File: src/rtl/ksa_if.sv
// Streaming add/sub channel: operand side (in_*) and result side (out_*) of a ksa_pipe.
interface ksa_if #(parameter int WIDTH = 16);
  logic             in_valid;
  logic             in_ready;
  logic [WIDTH-1:0] a;
  logic [WIDTH-1:0] b;
  logic             cin;
  logic             sub;
  logic             out_valid;
  logic             out_ready;
  logic [WIDTH-1:0] sum;
  logic             cout;
  logic             ovf;

  modport master (
    output in_valid, a, b, cin, sub, out_ready,
    input  in_ready, out_valid, sum, cout, ovf
  );

  modport slave (
    input  in_valid, a, b, cin, sub, out_ready,
    output in_ready, out_valid, sum, cout, ovf
  );
endinterface

File: src/rtl/ksa_pipe.sv
// Pipelined Kogge-Stone adder/subtractor: one prefix level per stage, global stall,
// registered outputs, results in order at one op per cycle.

module ksa_cell (
  input  logic gi,
  input  logic pi,
  input  logic gj,
  input  logic pj,
  output logic go,
  output logic po
);
  assign go = gi | (pi & gj);
  assign po = pi & pj;
endmodule

module ksa_pipe #(
  parameter int WIDTH = 16
) (
  input  logic clk,
  input  logic rst,
  ksa_if.slave bus
);
  localparam int L      = $clog2(WIDTH);
  localparam int STAGES = L + 1;

  logic [STAGES:0]          vld_pipe;
  logic                     stall;

  // Index 0 is the operand stage, index k holds prefix level k.
  logic [L:0][WIDTH-1:0]    g_n, p_n, p0_n;
  logic [L:0][WIDTH-1:0]    g_q, p_q, p0_q;
  logic [L:0]               c0_n, c0_q;

  logic [WIDTH-1:0]         b_eff;
  logic [WIDTH:0]           carry;
  logic [WIDTH-1:0]         sum_q;
  logic                     cout_q, ovf_q;

  assign stall         = vld_pipe[STAGES] & ~bus.out_ready;
  assign bus.in_ready  = ~stall;
  assign bus.out_valid = vld_pipe[STAGES];
  assign bus.sum       = sum_q;
  assign bus.cout      = cout_q;
  assign bus.ovf       = ovf_q;

  // Subtract is a + ~b + 1; the +1 rides in as the carry into bit 0.
  assign b_eff   = bus.sub ? ~bus.b : bus.b;
  assign g_n[0]  = bus.a & b_eff;
  assign p_n[0]  = bus.a ^ b_eff;
  assign p0_n[0] = bus.a ^ b_eff;
  assign c0_n[0] = bus.sub | bus.cin;

  for (genvar k = 1; k <= L; k++) begin : g_lvl
    localparam int SPAN = 1 << (k - 1);
    assign p0_n[k] = p0_q[k-1];
    assign c0_n[k] = c0_q[k-1];
    for (genvar i = 0; i < WIDTH; i++) begin : g_bit
      if (i >= SPAN) begin : g_cell
        ksa_cell u_cell (
          .gi (g_q[k-1][i]),
          .pi (p_q[k-1][i]),
          .gj (g_q[k-1][i-SPAN]),
          .pj (p_q[k-1][i-SPAN]),
          .go (g_n[k][i]),
          .po (p_n[k][i])
        );
      end else begin : g_pass
        assign g_n[k][i] = g_q[k-1][i];
        assign p_n[k][i] = p_q[k-1][i];
      end
    end
  end

  // After L levels G/P span bits [i:0]; fold in the carry-in to get WIDTH+1 carries.
  assign carry[0] = c0_q[L];
  for (genvar i = 0; i < WIDTH; i++) begin : g_carry
    assign carry[i+1] = g_q[L][i] | (p_q[L][i] & c0_q[L]);
  end

  always_ff @(posedge clk) begin
    if (!stall) begin
      g_q  <= g_n;
      p_q  <= p_n;
      p0_q <= p0_n;
      c0_q <= c0_n;
    end
  end

  always_ff @(posedge clk) begin
    if (rst) begin
      vld_pipe <= '0;
      sum_q    <= '0;
      cout_q   <= 1'b0;
      ovf_q    <= 1'b0;
    end else if (!stall) begin
      vld_pipe <= {vld_pipe[STAGES-1:0], bus.in_valid};
      sum_q    <= p0_q[L] ^ carry[WIDTH-1:0];
      cout_q   <= carry[WIDTH];
      ovf_q    <= carry[WIDTH] ^ carry[WIDTH-1];
    end
  end
endmodule

File: src/flat_wrapper.sv
// flat-port wrapper written by rule: the top's interface ports become plain ports
module ksa_pipe_flat 
#(
  parameter int WIDTH = 16
)
  (clk, rst, bus_in_valid, bus_a, bus_b, bus_cin, bus_sub, bus_out_ready, bus_in_ready, bus_out_valid, bus_sum, bus_cout, bus_ovf);
  ksa_if #(.WIDTH(WIDTH)) bus_i ();
  input  logic clk;
  input  logic rst;
  input wire logic [$bits(bus_i.in_valid)-1:0] bus_in_valid;
  input wire logic [$bits(bus_i.a)-1:0] bus_a;
  input wire logic [$bits(bus_i.b)-1:0] bus_b;
  input wire logic [$bits(bus_i.cin)-1:0] bus_cin;
  input wire logic [$bits(bus_i.sub)-1:0] bus_sub;
  input wire logic [$bits(bus_i.out_ready)-1:0] bus_out_ready;
  output wire logic [$bits(bus_i.in_ready)-1:0] bus_in_ready;
  output wire logic [$bits(bus_i.out_valid)-1:0] bus_out_valid;
  output wire logic [$bits(bus_i.sum)-1:0] bus_sum;
  output wire logic [$bits(bus_i.cout)-1:0] bus_cout;
  output wire logic [$bits(bus_i.ovf)-1:0] bus_ovf;
  assign bus_i.in_valid = bus_in_valid;
  assign bus_i.a = bus_a;
  assign bus_i.b = bus_b;
  assign bus_i.cin = bus_cin;
  assign bus_i.sub = bus_sub;
  assign bus_i.out_ready = bus_out_ready;
  assign bus_in_ready = bus_i.in_ready;
  assign bus_out_valid = bus_i.out_valid;
  assign bus_sum = bus_i.sum;
  assign bus_cout = bus_i.cout;
  assign bus_ovf = bus_i.ovf;
  ksa_pipe #(.WIDTH(WIDTH)) u_core (.clk(clk), .rst(rst), .bus(bus_i));
endmodule
File: config.mk
export PLATFORM = sky130hd
export DESIGN_NAME = ksa_pipe_flat
export DESIGN_NICKNAME = d
export VERILOG_FILES = /design/src/rtl/ksa_if.sv /design/src/rtl/ksa_pipe.sv /design/src/flat_wrapper.sv
export SDC_FILE = /design/constraint.sdc
export NUM_CORES = 1
export LEC_CHECK = 0
export BUFFER_PORTS_ARGS = -buffer_cell sky130_fd_sc_hd__buf_4
export CAP_MARGIN = 5
export CORE_MARGIN = 1.5
export CORE_UTILIZATION = 59
export DETAILED_ROUTE_END_ITERATION = 7
export PLACE_DENSITY = 0.78
export SLEW_MARGIN = 20
export SYNTH_ARGS = -nofsm -noshare
export SYNTH_HDL_FRONTEND = slang
export SYNTH_SLANG_ARGS = --single-unit
File: constraint.sdc
create_clock -name clk -period 3 [get_ports clk]
set_input_delay 0.15 -clock clk [delete_from_list [all_inputs] [get_ports clk]]
set_output_delay 0.15 -clock clk [all_outputs]
set_load 0.01 [all_outputs]
==> Word level (Yosys, flattened, before mapping) <==
Cells that the tools add are included.
{ "word_totals": {"reg_bits": 253, "in_bits": 38, "out_inout_bits": 20, "elab_cells": 208} }
{ "classes": {"mux": 1, "bitwise": 188} }
{ "op_table": {"columns": ["cell", "n"], "rows": [
  ["bitwise AND 1 bit", 115],
  ["bitwise OR 1 bit", 66],
  ["XOR 16 bit", 2],
  ["bitwise AND 16 bit", 1],
  ["2-to-1 mux 16 bit", 1],
  ["NOT 16 bit", 1],
  ["NOT 1 bit", 2],
  ["XOR 1 bit", 1]
]} }

==> Depth between registers and ports, before layout <==
Gate-level depths: netlist (run 1).
{ "logic_depth": {"word_depth": 3, "ltp_mapped": 5, "ltp_nobuf": 4} }

==> By module <==
A second synthesis (run 1) with hierarchy kept.
{ "unflattened": {"cells_unflattened": 480, "area_unflattened_um2": 8943.6} }
{ "modules_own_cells": {"columns": ["module", "n_inst", "cells_each", "area_each_um2", "seq_area_each_um2"], "rows": [
  ["ksa_pipe", 1, 382, 8207.9, 7236.9],
  ["ksa_cell", 49, 2, 15.0, 0.0]
]} }

==> Least setup slack after synthesis (run 1) <==
No wires, ideal clock.
{ "synth_timing": {"kind": "flip-flop to flip-flop", "from": "register u_core.vld_pipe[5]", "to": "register u_core.c0_q[0], enable pin", "setup_ps": 432, "t_arrival_ps": 2111, "required_ps": 2568, "setup_slack_ps": 457, "path_stages_with_launch": 4, "path_buffers": 1, "synth_period_minus_slack_ps": 2543, "path_cell_list": "dfxtp_1 nor2b_4 inv_2 buf_4"} }
{ "synth_between": {"elab_chain_cells": 1} }
{ "synth_lines": {"columns": ["item", "line", "rtl"], "rows": [
  ["from (decl)", "ksa_pipe.sv:26", "logic [STAGES:0] vld_pipe;"],
  ["from (signal assigned)", "ksa_pipe.sv:96", "vld_pipe <= {vld_pipe[STAGES-1:0], bus.in_valid};"],
  ["bitwise AND 1 bit", "ksa_pipe.sv:39", "assign stall = vld_pipe[STAGES] & ~bus.out_ready;"],
  ["to (signal assigned)", "ksa_pipe.sv:85", "c0_q <= c0_n;"],
  ["to (decl)", "ksa_pipe.sv:32", "logic [L:0] c0_n, c0_q;"]
]} }
No other way between the ends.
A chain may end at the register's enable or synchronous reset.

==> Final worst setup path (run 1) <==
{ "layout_timing": {"from": "register u_core.vld_pipe[5]", "to": "output port bus_in_ready"} }
{ "layout_between": {"elab_chain_cells": 2} }
{ "layout_lines": {"columns": ["item", "line", "rtl"], "rows": [
  ["bitwise AND 1 bit", "ksa_pipe.sv:39", null],
  ["NOT 1 bit", "ksa_pipe.sv:40", "assign bus.in_ready = ~stall;"],
  ["to (decl)", "flat_wrapper.sv:16", "output wire logic [$bits(bus_i.in_ready)-1:0] bus_in_ready;"]
]} }
No other way between the ends.

==> reports/results.ini, run 1 <==
[run_status]
outcome = finished clean

[setup_path]
crit_path_max_fanout = 134
path_class = reg2out
end_kind = primary output
crit_slowest_cell = nor2b_4
cp-start-kind = register
path_cells = nor2b_4 -> inv_8 -> buf_4
cp.arrival_ns = 2.12
worstPathRequired_ns = 2.85
cp_slowest_stage_delay_ns = 0.50

[synthesis]
synth.net_count = 535
ys_warn_count = 0
async_reset_ff_share_pct = 0
syn_area_per_cell_um2 = 18.5
ys_types = 26
ys_seq_area_share_pct = 81.5
synth-seq-cells = 249
ys_dominant_reg_cell = edfxtp_1
synth_area_mm2 = 0.00888
synth_cells = 480
synth_edf_count = 225

[timing]
hold_viol = 0
clock.fmax_mhz = 440
hold_ws_ns = 0.0409
slew_headroom_pct = 40.6
skew_ns = 0.00870
fin_setup_tns_ns = 0
setup_ws_ns = 0.729
worst_pin_slew_ns = 0.891
setup_violations = 0
finalCritPeriodShare_pct = 75.7
fin_crit_ns = 2.27
timing.final.max_slew_violations = 0
rsz0062_at_grt = false

[layout]
finalInstanceArea_mm2 = 0.0105
fill_cells = 839
final_cells = 778
multi_input_area_mm2 = 0.00158
syn_to_final_growth_pct = 17.8
drive_above_1_share_pct = 17.2
regArea_mm2 = 0.00724
antennaDiodeCount = 0
fin_nets = 632

[power]
vdd_drop_max_uv = 575
leakagePower_nw = 4.36
power_density_mw_per_mm2 = 751

[global_route]
grt_overflow_total = 0
grt_usage_pct = 17.6
antenna_found_initial = 0
grt_pass1_vias = 4388
grt_first_pass_wirelength_mm = 21.8
grt_max_degree = 135

[route]
wl_met2_mm = 7.18
firstDrtPassIters = 4
drc_errors = 0
drt-wirelength-per-cell_um = 17.2
wl_met1_mm = 5.35
num_vias = 4118
drtAntennaViolNets = 0
first_iter_violations = 213
viasPerCell = 5.29
top_layer = met4
met3RoutedLength_um = 578
routed_wirelength_mm = 13.4

[die]
die_x_um = 126
start_util_pct = 60.9
row_count = 44
die_h_um = 126
coreArea_mm2 = 0.0146
ios = 58
dieArea_mm2 = 0.0158

[job]
max-cap-violations = 0

[hold_path]
hold_class = in2reg

[cts]
path_clk_slew_ns = 0.06
cts-htree-levels = 1
clk_path_buf_depth = 3
cts_hold_buffers = 20
cts_tree = yes
clk_latency_ns = 0.50
cts_setup_buffers = 0
ctsResizeCount = 0
cts_root_buffer = clkbuf_16
cts_buffers = 24
cts.sinks = 249

[place]
place.gp.congestion = 0.722
dp_hpwl_mm = 7.97
port_buffers = 57
postPlaceCellArea_mm2 = 0.00953
pre_cts_ws_ns = 0.935
place_inst = 715

-- flip-flops by register name, indices dropped and copies added, names as in the netlist, 5 cells and up --
signal and flops:
u_core.g_q 65, u_core.p_q 64, u_core.p0_n 48, u_core.bus.sum 16
u_core.p0_q 16, u_core.g_n 15, u_core.p_n 12, u_core.vld_pipe 6
u_core.c0_q 5
-- area by class of cell --
cell class | instances | share of cell area, %
Sequential cell | 249 | 69.2
Multi-Input combinational cell | 221 | 15.1
Clock buffer | 40 | 6.87
Timing Repair Buffer | 80 | 6.34
Tap cell | 184 | 2.20
Clock inverter | 3 | 0.120
Inverter | 1 | 0.108
-- path summary, 6_finish.rpt --
path,startpoint,to,slack (ns),cells past startpoint
setup / recovery,u_core.vld_pipe[5]$_SDFFE_PP0N_,bus_in_ready,0.73,3
hold / removal,bus_out_ready,u_core.vld_pipe[4]$_SDFFE_PP0N_,0.04,4
setup reg to reg,u_core.vld_pipe[5]$_SDFFE_PP0N_,u_core.vld_pipe[0]$_SDFFE_PP0N_,0.82,5
hold reg to reg,u_core.p0_n[42]$_DFFE_PN_,u_core.p0_n[58]$_DFFE_PN_,0.42,0
-- metrics by stage --
step / utilization, % / power, mW
after CTS: 71.7 / 7.91
after detailed placement: 65.3 / 5.12
final: 71.7 / 7.85
after floorplan: - / 4.82
after global routing: 71.7 / 8.16
after global placement: 65.3 / 5.07
-- cells by family (layout without fill, tap and decap cells) --
group | after synthesis | count (layout) | synth area share [%]
xor+xnor | 31 | 31 | 3.06
compound gates | 88 | 88 | 6.58
fa+ha+maj | 17 | 17 | 2.40
simple gates | 85 | 85 | 5.81
buf+inv | 10 | 124 | 0.648
flops | 249 | 249 | 81.5
-- worst max-delay path: cells and delay by family, from the launching register on --
kind	cells	cell delay, ns
DFF	1	0.33
buffers and inverters	2	0.68
and+or+nand+nor	1	0.50
-- routing by layer --
metal  track usage [%]  vias to the layer above
met1              21.2                     1994
li1                  -                     1996
met4              5.95                        0
met3              3.27                       27
met2              32.2                      101
met5                 0                        -
-- cell usage in the layout, fill, tap and decap left out, types with 5 or more instances in the layout --
| master | netlist | final |
|---|---|---|
| clkbuf_1 | 2 | 7 |
| a21o_1 | 49 | 49 |
| o21ai_1 | 10 | 10 |
| clkbuf_2 | 0 | 5 |
| clkbuf_16 | 0 | 25 |
| o21ai_0 | 5 | 5 |
| ha_1 | 17 | 17 |
| nand3b_1 | 14 | 14 |
| a21oi_1 | 19 | 19 |
| edfxtp_1 | 225 | 225 |
| dlygate4sd3_1 | 0 | 20 |
| and2_1 | 49 | 49 |
| xor2_1 | 30 | 30 |
| buf_4 | 2 | 59 |
| dfxtp_1 | 24 | 24 |
| nand2_1 | 13 | 13 |
-- Yosys cell counts, types with 3 or more instances --
master | number | area (um^2)
nand3b_1 | 14 | 105
buf_2 | 4 | 20.0
xor2_1 | 30 | 263
o21ai_1 | 10 | 50.1
a21o_1 | 49 | 368
and2_1 | 49 | 307
nor2_1 | 4 | 15.0
edfxtp_1 | 225 | 6760
a21oi_2 | 3 | 26.3
nand2_1 | 13 | 48.8
o21ai_0 | 5 | 25.0
ha_1 | 17 | 213
a21oi_1 | 19 | 95.1
dfxtp_1 | 24 | 480
-- power by group --
group / internal [mW] / total (mW) / switching, mW
logic: 0.280 / 0.494 / 0.214
clock network: 1.62 / 2.77 / 1.15
registers: 4.33 / 4.59 / 0.252
(Power assumes the default switching activity.)
==> run 2: changes to the inputs <==
--- a/config.mk
+++ b/config.mk
@@ -8,9 +8,9 @@
 export BUFFER_PORTS_ARGS = -buffer_cell sky130_fd_sc_hd__buf_4
 export CAP_MARGIN = 5
 export CORE_MARGIN = 1.5
-export CORE_UTILIZATION = 59
+export CORE_UTILIZATION = 54
 export DETAILED_ROUTE_END_ITERATION = 7
-export PLACE_DENSITY = 0.78
+export PLACE_DENSITY = 0.75
 export SLEW_MARGIN = 20
 export SYNTH_ARGS = -nofsm -noshare
 export SYNTH_HDL_FRONTEND = slang
==> constraint.sdc (replaced) <==
create_clock -name clk -period 2 [get_ports clk]
set_input_delay 0.1 -clock clk [delete_from_list [all_inputs] [get_ports clk]]
set_output_delay 0.1 -clock clk [all_outputs]
set_load 0.01 [all_outputs]
==> run 2 against run 1 <==
Net effect: first-iteration DRC count is 16% lower; global-route usage is 3.1 points lower; power is 61% higher; largest power group unchanged.
==> reports/results.ini, run 2 (same netlist as run 1, synthesis figures left out) <==
[job]
max-cap-violations = 0  ; unchanged

[die]
row_count = 46  ; +4.5%
dieArea_mm2 = 0.0172  ; +9.0%
die_h_um = 131  ; +4.4%
start_util_pct = 55.5  ; -5.4 points
die_x_um = 131  ; +4.4%
coreArea_mm2 = 0.0160  ; +9.7%
ios = 58  ; unchanged

[layout]
antennaDiodeCount = 0  ; unchanged
fin_nets = 640  ; +1.3%
fill_cells = 1074  ; +28%
drive_above_1_share_pct = 19.2  ; +2.0 points
largest_register_ffs = 65  ; unchanged
post-route-util_pct = 67.5  ; -4.2 points
syn_to_final_growth_pct = 21.6
layout_commonest_cell = edfxtp_1
largest-register = u_core.g_q
layout_common_cells = edfxtp_1, buf_4, a21o_1, and2_1, xor2_1

[hold_path]
whs_path_depth = 3  ; -1
hold_class = in2reg

[cts]
ctsResizeCount = 0  ; unchanged
cts_root_buffer = clkbuf_16
clk_path_buf_depth = 3  ; unchanged
clk_latency_ns = 0.53  ; +0.03 ns
cts-htree-levels = 1  ; unchanged
cts_tree = yes
path_clk_slew_ns = 0.06  ; about the same
cts.sinks = 249  ; unchanged
cts_buffers = 25  ; +4.2%

[timing]
skew_ns = 0.0190  ; +0.0103 ns
hold_viol = 0  ; unchanged
slew_headroom_pct = 71.0  ; +30 points
timing.final.max_slew_violations = 0  ; unchanged
clock.fmax_mhz = 538
rsz0062_at_grt = false
setup_violations = 0  ; unchanged
fin_crit_ns = 1.86
hold_ws_ns = 0.0236  ; -0.0173 ns
worst_pin_slew_ns = 0.435  ; -0.456 ns
finalCritPeriodShare_pct = 93.0
fin_setup_tns_ns = 0  ; unchanged

[route]
first_iter_violations = 178  ; -16%
routed_wirelength_mm = 12.3  ; -8.1%
drtAntennaViolNets = 0  ; unchanged
drt-wirelength-per-cell_um = 15.0  ; -13%
drc_errors = 0  ; unchanged
firstDrtPassIters = 4  ; unchanged
viasPerCell = 5.00  ; -5.6%
num_vias = 4098  ; -0.49%

[setup_path]
r2r_cells = 5  ; unchanged
end_kind = primary output
path_class = reg2out
cp.arrival_ns = 1.76  ; -0.36 ns
crit_path_max_fanout = 60  ; -55%
worstPathRequired_ns = 1.90  ; -0.95 ns
cp-start-kind = register

[global_route]
grt_max_degree = 61  ; -55%
met2_usage_pct = 26.0  ; -6.2 points
grt_pass1_vias = 4144  ; -5.6%
antenna_found_initial = 0  ; unchanged
grt.busiest_layer = met2
grt_first_pass_wirelength_mm = 20.2  ; -7.5%
grt_usage_pct = 14.6  ; -3.1 points
met1_usage_pct = 17.6  ; -3.6 points
grt_overflow_total = 0  ; unchanged
groute.layer.met3.usage_pct = 3.20  ; -0.069 points

[power]
vdd_drop_max_uv = 745  ; +29%
power_density_mw_per_mm2 = 1170  ; +56%
leakagePower_nw = 4.49  ; +3.0%

[run_status]
outcome = finished clean

[place]
place.gp.congestion = 0.724  ; +0.30%
port_buffers = 57  ; unchanged
dp_hpwl_mm = 8.17  ; +2.5%

[run 2: critical path, stage by stage, from the launching register on]
cell     delay, ns
dfxtp_1       0.31
nor2b_4       0.14
inv_8         0.31
buf_12        0.27
buf_4         0.16
[run 2: path summary, 6_finish.rpt]
check | slack, ns | startpoint | endpoint
min | 0.02 | bus_b[13] | u_core.p_q[13]$_DFFE_PN_
max reg2reg | 0.32 | u_core.vld_pipe[5]$_SDFFE_PP0N_ | u_core.vld_pipe[0]$_SDFFE_PP0N_
max | 0.14 | u_core.vld_pipe[5]$_SDFFE_PP0N_ | bus_in_ready
min reg2reg | 0.42 | u_core.c0_q[3]$_DFFE_PN_ | u_core.c0_q[4]$_DFFE_PN_
[run 2: power breakdown]
part / leakage (nW) / switching, mW / total (mW) / internal [mW]
registers: 2.71 / 0.356 / 6.86 / 6.50
logic: 1.35 / 0.304 / 0.726 / 0.421
clock network: 0.439 / 1.87 / 5.08 / 3.21
total: 4.49 / 2.53 / 12.7 / 10.1
[run 2: final cells by class]
cell class / instances / area [um^2] / share of cell area (%)
timing repair buffer: 87 / 768 / 7.11
clock buffer: 26 / 629 / 5.83
clock inverter: 20 / 299 / 2.77
inverter: 1 / 11.3 / 0.104
tap: 216 / 270 / 2.50
sequential: 249 / 7240 / 67.0
multi-input combinational: 221 / 1580 / 14.7
[run 2: per-stage QoR]
step           power (mW)  setup slack, ns  area [um^2]  std cells
6_report             12.7            0.141        10800        820
5_1_grt              13.1           0.0427        10800        820
3_5_place_dp         7.68            0.610         9660        753
2_1_floorplan        7.24            0.115         8890        480
4_1_cts              12.8            0.122        10800        819
3_3_place_gp         7.61            0.627         9660        753
[run 2: layer usage]
layer | share of wire [%] | vias up
met5 | 0 | -
met4 | 2.8 | 0
met3 | 4.1 | 27
met2 | 51 | 93
met1 | 42 | 1963
li1 | - | 2015
[run 2: repair_timing]
item / 4_1_cts / 5_1_grt
setup buffers: 0 / 0
hold endpoints to repair: 43 / 1
hold buffers: 20 / 1
